<file path="config.mk">
export PLATFORM = sky130hd
export DESIGN_NAME = geo_reg_ext
export DESIGN_NICKNAME = d
export VERILOG_FILES = /design/src/rtl/geo_reg_ext.sv
export SDC_FILE = /design/constraint.sdc
export NUM_CORES = 1
export LEC_CHECK = 0
export CORE_MARGIN = 2
export CORE_UTILIZATION = 42
export CTS_CLUSTER_SIZE = 14
export DETAILED_ROUTE_END_ITERATION = 7
export GPL_TIMING_DRIVEN = 0
export PLACE_DENSITY = 0.76
export SKIP_CTS_REPAIR_TIMING = 1
export SYNTH_ARGS = -nofsm -noshare
export SYNTH_HDL_FRONTEND = slang
export SYNTH_SLANG_ARGS = --single-unit
</file>
<file path="constraint.sdc">
create_clock -name PHI2 -period 1.7 [get_ports PHI2]
set_clock_uncertainty 0.1 [all_clocks]
set_input_delay 0.17 -clock PHI2 [delete_from_list [all_inputs] [get_ports PHI2]]
set_output_delay 0.17 -clock PHI2 [all_outputs]
set_load 0.01 [all_outputs]
</file>
<file path="src/rtl/geo_reg_ext.sv">
// geoRAM-style Window/Block mapper with readback, control/status registers,
// block-count masking and auto-increment streaming through the $DExx window.
module geo_reg_ext #(
  parameter int         BLOCK_W  = 8,
  parameter int         WINDOW_W = 6,
  parameter logic [3:0] DEV_ID   = 4'hA
) (
  input  logic                PHI2,
  input  logic                RESET,
  input  logic                RegSEL,
  input  logic                WinSEL,
  input  logic                nWE,
  input  logic [7:0]          A,
  input  logic [7:0]          WRD,
  output logic [7:0]          RDD,
  output logic                RDOE,
  output logic [BLOCK_W-1:0]  Block,
  output logic [WINDOW_W-1:0] Window
);

  logic [WINDOW_W-1:0] win_q, win_d;
  logic [BLOCK_W-1:0]  blk_q, blk_d, blk_inc, mask;
  logic                ainc_q, ainc_d, wrap_q, wrap_d;
  logic [2:0]          size_q, size_d;
  logic                dec, wr, rd_stat, inc;
  logic [1:0]          idx;

  // Keep max(1, BLOCK_W - SIZE) low bits of the block number.
  function automatic logic [BLOCK_W-1:0] mk_mask(input logic [2:0] size);
    logic [BLOCK_W-1:0] m;
    int keep;
    keep = BLOCK_W - int'(size);
    if (keep < 1) keep = 1;
    for (int i = 0; i < BLOCK_W; i++) m[i] = (i < keep);
    return m;
  endfunction

  assign mask    = mk_mask(size_q);
  assign dec     = RegSEL & A[7] & A[6];
  assign idx     = A[1:0];
  assign wr      = dec & ~nWE;
  assign rd_stat = dec & nWE & (idx == 2'b11);
  assign inc     = ainc_q & WinSEL & ~RegSEL & (A == 8'hFF);
  assign blk_inc = (blk_q + BLOCK_W'(1)) & mask;

  always_comb begin
    win_d  = win_q;
    blk_d  = blk_q;
    ainc_d = ainc_q;
    size_d = size_q;
    wrap_d = wrap_q;
    if (rd_stat) wrap_d = 1'b0;
    if (wr) begin
      case (idx)
        2'b00: win_d = WINDOW_W'(WRD);
        2'b01: blk_d = BLOCK_W'(WRD) & mask;
        2'b10: begin
          ainc_d = WRD[0];
          size_d = WRD[3:1];
        end
        default: ;
      endcase
    end
    // Increment is only possible with RegSEL low, so it never collides with a write.
    if (inc) begin
      if (&win_q) begin
        win_d = '0;
        blk_d = blk_inc;
        if (blk_inc == '0) wrap_d = 1'b1;
      end else begin
        win_d = win_q + WINDOW_W'(1);
      end
    end
  end

  always_ff @(negedge PHI2) begin
    if (RESET) begin
      win_q  <= '0;
      blk_q  <= '0;
      ainc_q <= 1'b0;
      size_q <= '0;
      wrap_q <= 1'b0;
    end else begin
      win_q  <= win_d;
      blk_q  <= blk_d;
      ainc_q <= ainc_d;
      size_q <= size_d;
      wrap_q <= wrap_d;
    end
  end

  assign RDOE = dec & nWE;

  always_comb begin
    RDD = 8'h00;
    if (RDOE) begin
      case (idx)
        2'b00:   RDD = 8'(win_q);
        2'b01:   RDD = 8'(blk_q);
        2'b10:   RDD = {4'b0000, size_q, ainc_q};
        default: RDD = {wrap_q, 3'b000, DEV_ID};
      endcase
    end
  end

  assign Block  = blk_q;
  assign Window = win_q;

endmodule

</file>
[Yosys cells after proc, flatten, opt, wreduce, memory -nomap -nowiden]
Index checks and enable logic that the tools add are counted.
Widths: inputs -> output; s select.
Word-level totals
  bits in registers: 19
  input bits: 21
  word-level logic and storage cells: 55
Operators by class
  add/subtract/negate cells: 3
  magnitude comparators: 9
  eq/ne operators: 4
  mux-type cells: 15
  bitwise logic cells: 12
  reduce and logical (&&, ||, !) cells: 7
Operator list (number)
  $lt 4x32->1 const A: 4
  $lt 3x32->1 const A: 2
  $mux 8: 5
  $lt 1x32->1 const A: 1
  $lt 2x32->1 const A: 1
  $mux 32: 1
  $mux 6: 4
  $pmux 8 s3: 1
  $and 8x8->8: 2
  $add 8x1->8 const B: 1
  $and 1x1->1: 8
  $eq 8x8->1 const B: 1
  $logic_not 8->1: 1
  $add 6x1->6 const B: 1
  $reduce_and 6->1: 1
  $lt 5x2->1 const B: 1
  $sub 4x3->5 const A: 1
  $eq 2x2->1 const B: 2
  $mux 1: 4
  $reduce_and 2->1: 2
  $reduce_bool 2->1: 2
  $eq 2x1->1 const B: 1
  $logic_not 2->1: 1
  $not 1->1: 2

[Logic depth before layout (Yosys ltp)]
  depth in word-level cells: 9
  depth in mapped cells: 8

==> qor.csv <==
metric,value,unit
hp-class,flop to flop,
synth_area_per_cell,7.67,um2
fin_nets,300,
path_buf_inv,1,
cp.required,1.43,ns
powerDensity,468,nW/um2
gr-usage-all-layers,0.235,
syn_nets,209,
syn-cell-area,1420,um2
final_common_cell,buf_4,
portBuffers,41,
num_rows,21,
p_sw_frac,0.310,
diodes,0,
fin_ws,-0.800,ns
crit_path_top_delay_cell,dfxtp_4,
start_kind,flop,
instances_no_fill,321,
drt-vias-per-instance,5.61,
dpl.hpwl,3260,um
ant_nets,0,
clock_tree.root_cell,clkbuf_4,
synth_edf_count,0,
drive_above_1_share,0.407,
area_growth,73.9,%
htreeDepth,1,
setup_viol,41,
cts_tree,built,
status,finished with violations,
drt-wirelength-per-cell,16.0,um
dieArea,3860,um2
seqCellArea,434,um2
max-clock-path-buffers,2,
final_cell_mix,"26 x buf_4, 24 x inv_1, 21 x nor2_1",
crit_fanout,6,
ys_seq_area_frac,0.268,
numCtsBuffers,3,
maxCapViolations,0,
max_slew.worst_pin.slew,0.701,ns
grt_pass1_vias,1599,
antenna_found_initial,0,
drtIter0Drc,166,
wirelength,5140,um
dr.pass1.iters,6,
num-fill-cells,230,
die_width,62.1,um
p_clk_frac,0.501,
place_inst,272,
die_h,62.1,um
maxSlewViolCount,0,
slew_headroom,0.533,
final_hold_viol_count,0,
multi_input_area,1140,um2
cts.clk_slew.worst_paths,0.05,ns
grt_max_degree,12,
cp-end-kind,output pin,
comb_power_share,0.122,
ys.warnings.count,0,
p_int,0.796,mW
grt_pass1_wl,7410,um
rsz0062_at_grt,true,
switchingPower,0.358,mW
start_util,0.432,
path_delay_family,flip-flops,
clock_latency,0.39,ns
violations,setup timing,
overflow,0,
synthCells,185,
crit_chain,mux2_4 -> o221a_4 -> buf_6,
ys_seq_elements,19,
synth_area_leaders,"dfxtp_1 27%, mux2i_1 7.8%, nor2_1 6.3%, nand2_1 4.8%, nor3_1 4.6%",
core,3280,um2
synth_area_leader_cell,dfxtp_1,
max_stage_delay,0.36,ns
vias,1801,
ys.flop_type,dfxtp_1,
p_leak,1.11,nW
worstPathArrival,2.23,ns
ys_async_sr_fraction,0,
seqPwrFrac,0.377,
clock_sink_count,19,
path_class,flop to output pin,
place_congestion,0.934,
synth_top_area_share,0.268,
ys_types,47,
vdd_ir_drop_max,0.000565,V
io_pins,44,
drc,0,
finish.utilization,0.751,
[per-stage QoR]
step	hold slack [ns]	setup slack [ns]	cell area, um2	TNS [ns]	power, mW
floorplan	0.336	-0.494	1540	-9.36	0.576
global placement	0.351	-1.18	2010	-31.01	0.647
finish	0.358	-0.800	2470	-16.65	1.15
global route	0.380	-0.845	2470	-19.08	1.24
CTS	0.356	-1.19	2130	-32.26	1.16
detailed placement	0.351	-1.21	2010	-31.59	0.648
[power groups by stage]
stage                     Sequential [mW]  Clock, mW  Combinational (mW)
after global routing                0.434      0.654               0.150
final                               0.435      0.578               0.141
after floorplan                     0.452     0.0716              0.0529
after global placement              0.452     0.0716               0.123
after CTS                           0.444      0.590               0.125
after detailed placement            0.452     0.0716               0.124
[worst paths after layout]
path	start	end	slack, ns	cells after the start
max reg2reg	Window[1]	Block[5]	-0.28	8
min reg2reg	wrap_q	wrap_q	0.36	2
max	Block[3]	RDD[3]	-0.80	3
min	wrap_q	wrap_q	0.36	2
[registers in the layout, summed over array words and instances, names as in the netlist]
name and cells:
wrap_q 1, Window 6, ainc_q 1, size_q 3, Block 8
[routing by layer]
metal	routed length [um]	global-route usage	up-vias
met2	2620	0.386	64
met1	2150	0.297	874
met5	0	0	-
li1	-	-	857
met4	34	0.0694	0
met3	331	0.0725	6
[synthesized netlist by cell type, types with 3 or more instances]
library cell,instances
dfxtp_1,19
nand2b_1,4
nand4_1,3
clkbuf_1,4
nand2_1,18
nor3_1,13
nor2_1,24
xor2_1,4
a211oi_1,7
or3_1,3
nand3_1,6
nor2b_1,3
inv_1,6
o21ai_0,5
buf_4,3
a21oi_1,8
mux2i_1,11
ha_1,3
a31oi_1,4
and3_1,3
[cell type report]
type / count / area share
repair buffers: 68 / 0.260
inverters: 5 / 0.00761
plain buffers: 8 / 0.0218
clock inverters: 20 / 0.0411
well taps: 46 / 0.0233
flip-flops and latches: 19 / 0.176
multi-input cells: 152 / 0.461
clock buffers: 3 / 0.00913
[cell families (layout without fill, tap and decap cells)]
logic type,Yosys count,after routing,share of synthesized area
adders and majority gates,3,3,0.0265
DFF,19,19,0.268
xor gates and xnor gates,4,4,0.0247
and+or+nand+nor,93,93,0.350
buffers and inverters,14,104,0.0458
AOI/OAI and AO/OA,40,40,0.199
muxes,12,12,0.0855
[worst reg2reg max path, delay by kind of cell (launching register included)]
kind / cells / cell delay, ns
AOI/OAI and AO/OA: 2 / 0.32
and+or+nand+nor: 3 / 0.61
adders and majority gates: 1 / 0.19
buffers and inverters: 2 / 0.30
DFF: 1 / 0.35
Note: power is estimated with default switching activity, not from simulation.
